===== config.mk =====
export PLATFORM = sky130hd
export DESIGN_NAME = sync_fifo_flat
export DESIGN_NICKNAME = d
export VERILOG_FILES = /design/src/rtl/sync_fifo_if.sv /design/src/rtl/sync_fifo.sv /design/src/flat_wrapper.sv
export SDC_FILE = /design/constraint.sdc
export NUM_CORES = 1
export LEC_CHECK = 0
export CORE_UTILIZATION = 30
export DETAILED_ROUTE_END_ITERATION = 12
export PLACE_DENSITY_LB_ADDON = 0.05
export SYNTH_ARGS = -nofsm -noshare
export SYNTH_HDL_FRONTEND = slang
export SYNTH_SLANG_ARGS = --single-unit
export TNS_END_PERCENT = 30

===== constraint.sdc =====
create_clock -name clk -period 2.6 [get_ports clk]
set_input_delay 0.52 -clock clk [delete_from_list [all_inputs] [get_ports clk]]
set_output_delay 0.52 -clock clk [all_outputs]
set_load 0.01 [all_outputs]

===== src/rtl/sync_fifo_if.sv =====
// Handshake/status bundle for sync_fifo.
// The master side (producer/consumer) drives requests and write data; the
// slave side (the FIFO) drives read data and status flags.
// With SYNC_FIFO_ERR_EN defined the bundle also carries overflow, underflow
// and err_clr.
interface sync_fifo_if #(
  parameter int WIDTH = 4,
  parameter int DEPTH = 8
);
  logic                     wr_rq;
  logic [WIDTH-1:0]         wdata;
  logic                     rd_rq;
  logic [WIDTH-1:0]         rdata;
  logic                     rd_valid;
  logic                     full;
  logic                     empty;
  logic                     almost_full;
  logic                     almost_empty;
  logic [$clog2(DEPTH):0]   count;
`ifdef SYNC_FIFO_ERR_EN
  logic                     overflow;
  logic                     underflow;
  logic                     err_clr;

  modport master (
    output wr_rq, wdata, rd_rq, err_clr,
    input  rdata, rd_valid, full, empty, almost_full, almost_empty, count,
           overflow, underflow
  );

  modport slave (
    input  wr_rq, wdata, rd_rq, err_clr,
    output rdata, rd_valid, full, empty, almost_full, almost_empty, count,
           overflow, underflow
  );
`else
  modport master (
    output wr_rq, wdata, rd_rq,
    input  rdata, rd_valid, full, empty, almost_full, almost_empty, count
  );

  modport slave (
    input  wr_rq, wdata, rd_rq,
    output rdata, rd_valid, full, empty, almost_full, almost_empty, count
  );
`endif
endinterface


===== src/rtl/sync_fifo.sv =====
// sync_fifo: single-clock FIFO with registered read data and registered
// status flags (full/empty/almost_full/almost_empty/count).
// Optional feature macro: SYNC_FIFO_ERR_EN adds sticky overflow/underflow
// flags and an err_clr input through the interface.
// Reset is synchronous and active-low; memory contents survive reset and
// are simply treated as discarded because the pointers and count restart.
module sync_fifo #(
  parameter int WIDTH      = 4,
  parameter int DEPTH      = 8,
  parameter int AFULL_THR  = DEPTH - 2,
  parameter int AEMPTY_THR = 2
) (
  input  logic         clk,
  input  logic         rst_n,
  sync_fifo_if.slave   bus
);

  localparam int AW = $clog2(DEPTH);
  localparam int CW = AW + 1;

  logic [WIDTH-1:0] mem_q [DEPTH];

  logic [AW-1:0]    wr_ptr_q, wr_ptr_d;
  logic [AW-1:0]    rd_ptr_q, rd_ptr_d;
  logic [CW-1:0]    count_q,  count_d;
  logic [WIDTH-1:0] rdata_q;
  logic             rd_valid_q;
  logic             full_q, empty_q, afull_q, aempty_q;
  logic             wr_acc, rd_acc;

  // Accept decisions use the registered flags, so a read on an empty FIFO
  // or a write on a full one is rejected even if the other side is active.
  always_comb begin
    wr_acc   = bus.wr_rq && !full_q;
    rd_acc   = bus.rd_rq && !empty_q;
    wr_ptr_d = wr_acc ? wr_ptr_q + AW'(1) : wr_ptr_q;
    rd_ptr_d = rd_acc ? rd_ptr_q + AW'(1) : rd_ptr_q;
    count_d  = count_q + CW'(wr_acc) - CW'(rd_acc);
  end

  // Storage is written only on accepted writes and never cleared.
  always_ff @(posedge clk) begin
    if (rst_n && wr_acc) begin
      mem_q[wr_ptr_q] <= bus.wdata;
    end
  end

  // Pointers, occupancy, read port and flags derived from the next count.
  always_ff @(posedge clk) begin
    if (!rst_n) begin
      wr_ptr_q   <= '0;
      rd_ptr_q   <= '0;
      count_q    <= '0;
      rdata_q    <= '0;
      rd_valid_q <= 1'b0;
      full_q     <= 1'b0;
      empty_q    <= 1'b1;
      afull_q    <= 1'b0;
      aempty_q   <= 1'b1;
    end else begin
      wr_ptr_q   <= wr_ptr_d;
      rd_ptr_q   <= rd_ptr_d;
      count_q    <= count_d;
      rd_valid_q <= rd_acc;
      if (rd_acc) begin
        rdata_q <= mem_q[rd_ptr_q];
      end
      full_q   <= (count_d == CW'(DEPTH));
      empty_q  <= (count_d == '0);
      afull_q  <= (count_d >= CW'(AFULL_THR));
      aempty_q <= (count_d <= CW'(AEMPTY_THR));
    end
  end

  assign bus.rdata        = rdata_q;
  assign bus.rd_valid     = rd_valid_q;
  assign bus.count        = count_q;
  assign bus.full         = full_q;
  assign bus.empty        = empty_q;
  assign bus.almost_full  = afull_q;
  assign bus.almost_empty = aempty_q;

`ifdef SYNC_FIFO_ERR_EN
  logic overflow_q, underflow_q;

  // Sticky error flags; a new error event outranks a clear in the same cycle.
  always_ff @(posedge clk) begin
    if (!rst_n) begin
      overflow_q  <= 1'b0;
      underflow_q <= 1'b0;
    end else begin
      if (bus.wr_rq && full_q) begin
        overflow_q <= 1'b1;
      end else if (bus.err_clr) begin
        overflow_q <= 1'b0;
      end
      if (bus.rd_rq && empty_q) begin
        underflow_q <= 1'b1;
      end else if (bus.err_clr) begin
        underflow_q <= 1'b0;
      end
    end
  end

  assign bus.overflow  = overflow_q;
  assign bus.underflow = underflow_q;
`endif

endmodule


===== src/flat_wrapper.sv =====
// flat-port wrapper written by rule: the top's interface ports become plain ports
module sync_fifo_flat 
#(
  parameter int WIDTH      = 4,
  parameter int DEPTH      = 8,
  parameter int AFULL_THR  = DEPTH - 2,
  parameter int AEMPTY_THR = 2
)
  (clk, rst_n, bus_wr_rq, bus_wdata, bus_rd_rq, bus_rdata, bus_rd_valid, bus_full, bus_empty, bus_almost_full, bus_almost_empty, bus_count);
  sync_fifo_if #(.WIDTH(WIDTH), .DEPTH(DEPTH)) bus_i ();
  input  logic clk;
  input  logic rst_n;
  input wire logic [$bits(bus_i.wr_rq)-1:0] bus_wr_rq;
  input wire logic [$bits(bus_i.wdata)-1:0] bus_wdata;
  input wire logic [$bits(bus_i.rd_rq)-1:0] bus_rd_rq;
  output wire logic [$bits(bus_i.rdata)-1:0] bus_rdata;
  output wire logic [$bits(bus_i.rd_valid)-1:0] bus_rd_valid;
  output wire logic [$bits(bus_i.full)-1:0] bus_full;
  output wire logic [$bits(bus_i.empty)-1:0] bus_empty;
  output wire logic [$bits(bus_i.almost_full)-1:0] bus_almost_full;
  output wire logic [$bits(bus_i.almost_empty)-1:0] bus_almost_empty;
  output wire logic [$bits(bus_i.count)-1:0] bus_count;
  assign bus_i.wr_rq = bus_wr_rq;
  assign bus_i.wdata = bus_wdata;
  assign bus_i.rd_rq = bus_rd_rq;
  assign bus_rdata = bus_i.rdata;
  assign bus_rd_valid = bus_i.rd_valid;
  assign bus_full = bus_i.full;
  assign bus_empty = bus_i.empty;
  assign bus_almost_full = bus_i.almost_full;
  assign bus_almost_empty = bus_i.almost_empty;
  assign bus_count = bus_i.count;
  sync_fifo #(.WIDTH(WIDTH), .DEPTH(DEPTH), .AFULL_THR(AFULL_THR), .AEMPTY_THR(AEMPTY_THR)) u_core (.clk(clk), .rst_n(rst_n), .bus(bus_i));
endmodule

==> results by stage, run 1 <==
Outcome:
- The run finished with clean final reports.

Clock tree:
- In this run the deepest clock path goes through 2 buffers.
- The clock insertion delay at the later pin of the skew report is 0.30 ns.
- The number of buffers inserted by post-CTS setup repair is 0.
- The post-cts hold buffer count is 0.
- The number of clock buffers added by TritonCTS is 5.
- The register clock-pin slew on the reported worst setup and hold paths is 0.09 ns.
- The tree is rooted in a sky130_fd_sc_hd__clkbuf_8.
- The number of instances resized during post-cts repair is 0.
- The clock tree synthesis step divided the H-tree into 2 levels.
- The TritonCTS clock tree is built.
- The tree built by TritonCTS fans out to 51 sinks.

Power:
- The worst supply voltage drop on vdd is 272 uV.
- Of the total power, registers draw 0.435.
- The part of the total power dissipated in the clock network is 0.228.
- Internal power comes to 0.00166 W.
- Summed over all nets, the switching power comes to 0.000703 W.
- The power per unit of standard cell area is 931 nW/um2.
- Of the total power, the share spent switching nets is 0.297.
- Summed over all cells, the static leakage comes to 0.896 nW.
- The power share of the combinational group is 0.338.
- Power comes to 0.00236 W.

Global route:
- The sum of overflow across all layers after global routing is 0.
- Entering global routing, the biggest net connects 20 pins.
- In the global route stage, overall resource usage came out at 0.120.
- The global-route wire length before repair is 6.40 mm.
- The number of antenna violations at the first check in global routing was 0.
- The number of global-route vias before repair came to 1,198.

Timing:
- Setup repair after global routing left no endpoint under its margin.
- The tightest slew margin relative to the limit is 0.725.
- For the finished layout, the period the worst path requires is 2.43 ns.
- The part of the cycle the worst path needs is 0.934.
- For the pin with the worst max-slew slack, the measured transition is 0.410 ns.
- The count of pins over their slew limit was 0.
- The total negative setup slack is 0 ns.
- The top achievable clock speed is 412 MHz.
- The smallest setup slack after layout is 0.171 ns.
- Clock skew on the completed layout was measured at 0.00677 ns.
- The number of endpoints with negative hold slack in the final report came to 0.
- The number of setup violations in the final report is 0.

Floorplanning:
- The effective utilization at floorplan is 0.310.
- In this run the standard cell core region covers 6760 um2.
- The placement row count is 30.
- From left edge to right edge, the die measures 85.6 um.
- In this run the count of I/O pins placed on the die edge is 21.
- The vertical die dimension is 85.6 um.
- The die covers 7330 um2.

Routing:
- The first-pass detailed-route iteration total is 4.
- In this run the remaining antenna-violating nets after routing total 0.
- The total wire length after detailed routing is 3.83 mm.
- The starting DRC count in detailed routing is 37.
- Detailed routing inserted a total of 1,183 vias.
- After detailed routing, the number of remaining DRC violations is 0.
- The via density per instance is 4.57.
- Dividing the detail-routed wire length by the instance count gives 14.8 um.

Setup path:
- The arrival time of the worst setup path is 2.63 ns.
- The endpoint of the most critical register-to-register path is u_core.bus.almost_empty.
- The start of the worst register-to-register path is u_core.bus.empty.
- STA puts the critical path data required time at 2.81 ns.
- The startpoint type of the worst setup path is an input pin.
- The critical path's slowest cell is sky130_fd_sc_hd__clkdlybuf4s50_1.
- The worst setup path is of the input pin to register kind.
- The category of the worst setup path capture point is a register.
- Setup slack on the worst reg-to-reg path comes out at 0.54 ns.
- Walking the worst path, the cells encountered are clkdlybuf4s50_1, nor2b_1, ha_1, inv_1, ha_1, inv_1, fa_1, xnor2_1, and2_1, a221oi_1.
- Counting cells, the worst reg-to-reg path comes to 9.
- The largest fanout of any net on the critical path is 4.
- In this design, the stage delay of the slowest critical-path cell is 0.45 ns.

Finish:
- The library cell used most frequently in the layout, excluding fill and tap cells, is sky130_fd_sc_hd__edfxtp_1.
- After filler insertion, the fill cell instance count of the layout stands at 656.
- The utilization of the core after routing is 0.376.
- The number of antenna diodes in the final layout is 0.
- Of the cells placed in the final design, the portion with a size suffix greater than 1 is 0.128.
- From synthesis to final layout, the design area changed by 21.2%.
- The number of cells in the finished layout apart from fillers is 259.
- In the layout the commonest cells are sky130_fd_sc_hd__edfxtp_1 (32), sky130_fd_sc_hd__clkdlybuf4s50_1 (20), sky130_fd_sc_hd__dfxtp_1 (19).
- The net count of the finished layout is 193.

Logic synthesis:
- After synthesis, the largest family of logic cells by area is multiplexers.
- Measured against the total synthesized area, the mux share comes to 0.129.
- The post-synthesis cell count is 147.
- The count of synthesis-stage warnings from yosys is 0.
- The adder-cell share of the synthesized area is 0.0453.
- The net count of the mapped netlist is 162.
- The combined area of all synthesized cells is 2100 um2.
- The fraction of the mapped netlist area in compound gates is 0.0406.
- The simple-gate share of the synthesized area is 0.0823.
- The count of unique library cells instantiated by Yosys is 27.
- The number of synthesized register bits is 51.
- The synthesized area per cell is 14.3 um2.
- The xor and xnor area share after synthesis is 0.0251.
- The portion of the post-synthesis area used by sequential elements is 0.640.

Placed design:
- The count of buffers added on input and output ports is 20.
- The total half-perimeter wirelength after legalization and detailed placement is 2.82 mm.
- The weighted congestion at the end of routability-driven global placement is 0.721.
- The instance count after placement with tap cells included is 251.
- Before CTS, the worst setup slack after placement is -0.147 ns.

Worst hold path:
- The depth of the worst hold-timing path is 2.
- The end point of the worst hold path is u_core.wr_ptr_q[0].
- The class of the tightest hold or removal check is register to register.
- The startpoint of the worst hold path is u_core.wr_ptr_q[0].

Run:
- The max capacitance violation total is 0.
## sequential cells by signal, indices dropped and copies added (netlist names)
signal	cells
u_core.bus.almost_empty	1
u_core.wr_ptr_q	3
u_core.rd_ptr_q	3
u_core.bus.almost_full	1
u_core.bus.count	4
u_core.mem_q	32
u_core.bus.rd_valid	1
u_core.bus.empty	1
u_core.bus.rdata	4
u_core.bus.full	1
## final cells by class
cell class / instances / area [um2] / area share
Clock buffer: 5 / 68.8 / 0.0271
Clock inverter: 3 / 38.8 / 0.0153
Inverter: 7 / 26.3 / 0.0103
Multi-Input combinational cell: 81 / 676 / 0.266
Sequential cell: 51 / 1340 / 0.528
Tap cell: 80 / 100 / 0.0394
Timing Repair Buffer: 32 / 290 / 0.114
## worst max path at each step
stage	start	end	slack, ns	cells after the start
finish	bus_rd_rq	u_core.bus.almost_empty	0.17	10
global route	bus_rd_rq	u_core.bus.almost_empty	0.05	10
CTS	bus_rd_rq	u_core.bus.almost_empty	0.16	10
detailed placement	bus_rd_rq	u_core.bus.almost_empty	-0.15	10
global placement	bus_rd_rq	u_core.bus.almost_empty	-0.07	10
floorplan	bus_rd_rq	u_core.bus.almost_empty	0.07	10
## cell families (layout without fill, tap and decap cells)
family                     after synthesis  count (layout)
AOI/OAI and AO/OA                       14              14
xor gates and xnor gates                 6               6
adders and majority gates                7               7
buffers and inverters                   15              47
DFF                                     51              51
muxes                                   22              22
and+or+nand+nor                         32              32
## layer usage
metal,up-vias,part of all wire,global-route usage
li1,585,-,-
met5,-,0,0
met2,21,0.47,0.184
met4,0,0.016,0.0545
met3,6,0.035,0.0289
met1,571,0.48,0.161
## power by group through the flow
stage,Combinational [W],Sequential (W),Clock [W]
finish,0.000798,0.00103,0.000538
global route,0.000891,0.00104,0.000591
CTS,0.000809,0.00103,0.000554
detailed placement,0.000803,0.00105,0
global placement,0.000793,0.00105,0
floorplan,0.000492,0.00107,0
## worst max-delay path: cells and delay by family
kind            cells  cell delay (ns)
compound gates      1             0.22
fa+ha+maj           3             0.79
xor+xnor            1             0.18
simple gates        2             0.37
buf+inv             3             0.56
## synthesized netlist by cell type
library cell	instances	share of area
sky130_fd_sc_hd__fa_1	1	0.0095
sky130_fd_sc_hd__inv_1	7	0.013
sky130_fd_sc_hd__buf_12	1	0.0095
sky130_fd_sc_hd__xnor2_1	5	0.021
sky130_fd_sc_hd__buf_6	1	0.0054
sky130_fd_sc_hd__nand2_1	5	0.0090
sky130_fd_sc_hd__mux4_2	4	0.043
sky130_fd_sc_hd__a221oi_1	1	0.0042
sky130_fd_sc_hd__nand2b_1	3	0.0090
sky130_fd_sc_hd__and2_1	8	0.024
sky130_fd_sc_hd__dfxtp_1	19	0.18
sky130_fd_sc_hd__nor2b_1	5	0.015
sky130_fd_sc_hd__nor2_1	2	0.0036
sky130_fd_sc_hd__nand3_1	1	0.0024
sky130_fd_sc_hd__o21a_1	1	0.0036
sky130_fd_sc_hd__xor2_1	1	0.0042
sky130_fd_sc_hd__o21ai_0	4	0.0095
sky130_fd_sc_hd__edfxtp_1	32	0.46
sky130_fd_sc_hd__ha_1	6	0.036
sky130_fd_sc_hd__nor3_1	7	0.017
sky130_fd_sc_hd__clkbuf_1	6	0.011
sky130_fd_sc_hd__and3_1	1	0.0030
sky130_fd_sc_hd__a21o_1	1	0.0036
sky130_fd_sc_hd__a21boi_0	1	0.0036
sky130_fd_sc_hd__a21oi_1	5	0.012
sky130_fd_sc_hd__o41ai_1	1	0.0042
sky130_fd_sc_hd__mux2i_1	18	0.086
## metrics by stage
stage	hold WS, ns	area, um2
global placement	0.496	2430
detailed placement	0.519	2430
floorplan	0.482	2100
CTS	0.534	2540
global route	0.547	2540
finish	0.529	2540
(Power assumes the default switching activity.)
==> run 2: changes to the inputs <==
--- a/config.mk
+++ b/config.mk
@@ -8,6 +8,7 @@
 export CORE_UTILIZATION = 30
 export DETAILED_ROUTE_END_ITERATION = 12
 export PLACE_DENSITY_LB_ADDON = 0.05
+export SLEW_MARGIN = 15
 export SYNTH_ARGS = -nofsm -noshare
 export SYNTH_HDL_FRONTEND = slang
 export SYNTH_SLANG_ARGS = --single-unit
==> results of run 2 <==
Final layout, timing and power as in run 1 (identical DEF).
==> run 3: changes to the inputs <==
--- a/config.mk
+++ b/config.mk
@@ -8,6 +8,7 @@
 export CORE_UTILIZATION = 30
 export DETAILED_ROUTE_END_ITERATION = 12
 export PLACE_DENSITY_LB_ADDON = 0.05
+export SETUP_SLACK_MARGIN = 0.02
 export SLEW_MARGIN = 15
 export SYNTH_ARGS = -nofsm -noshare
 export SYNTH_HDL_FRONTEND = slang
==> results of run 3 <==
Final layout, timing and power as in run 1 (identical DEF).
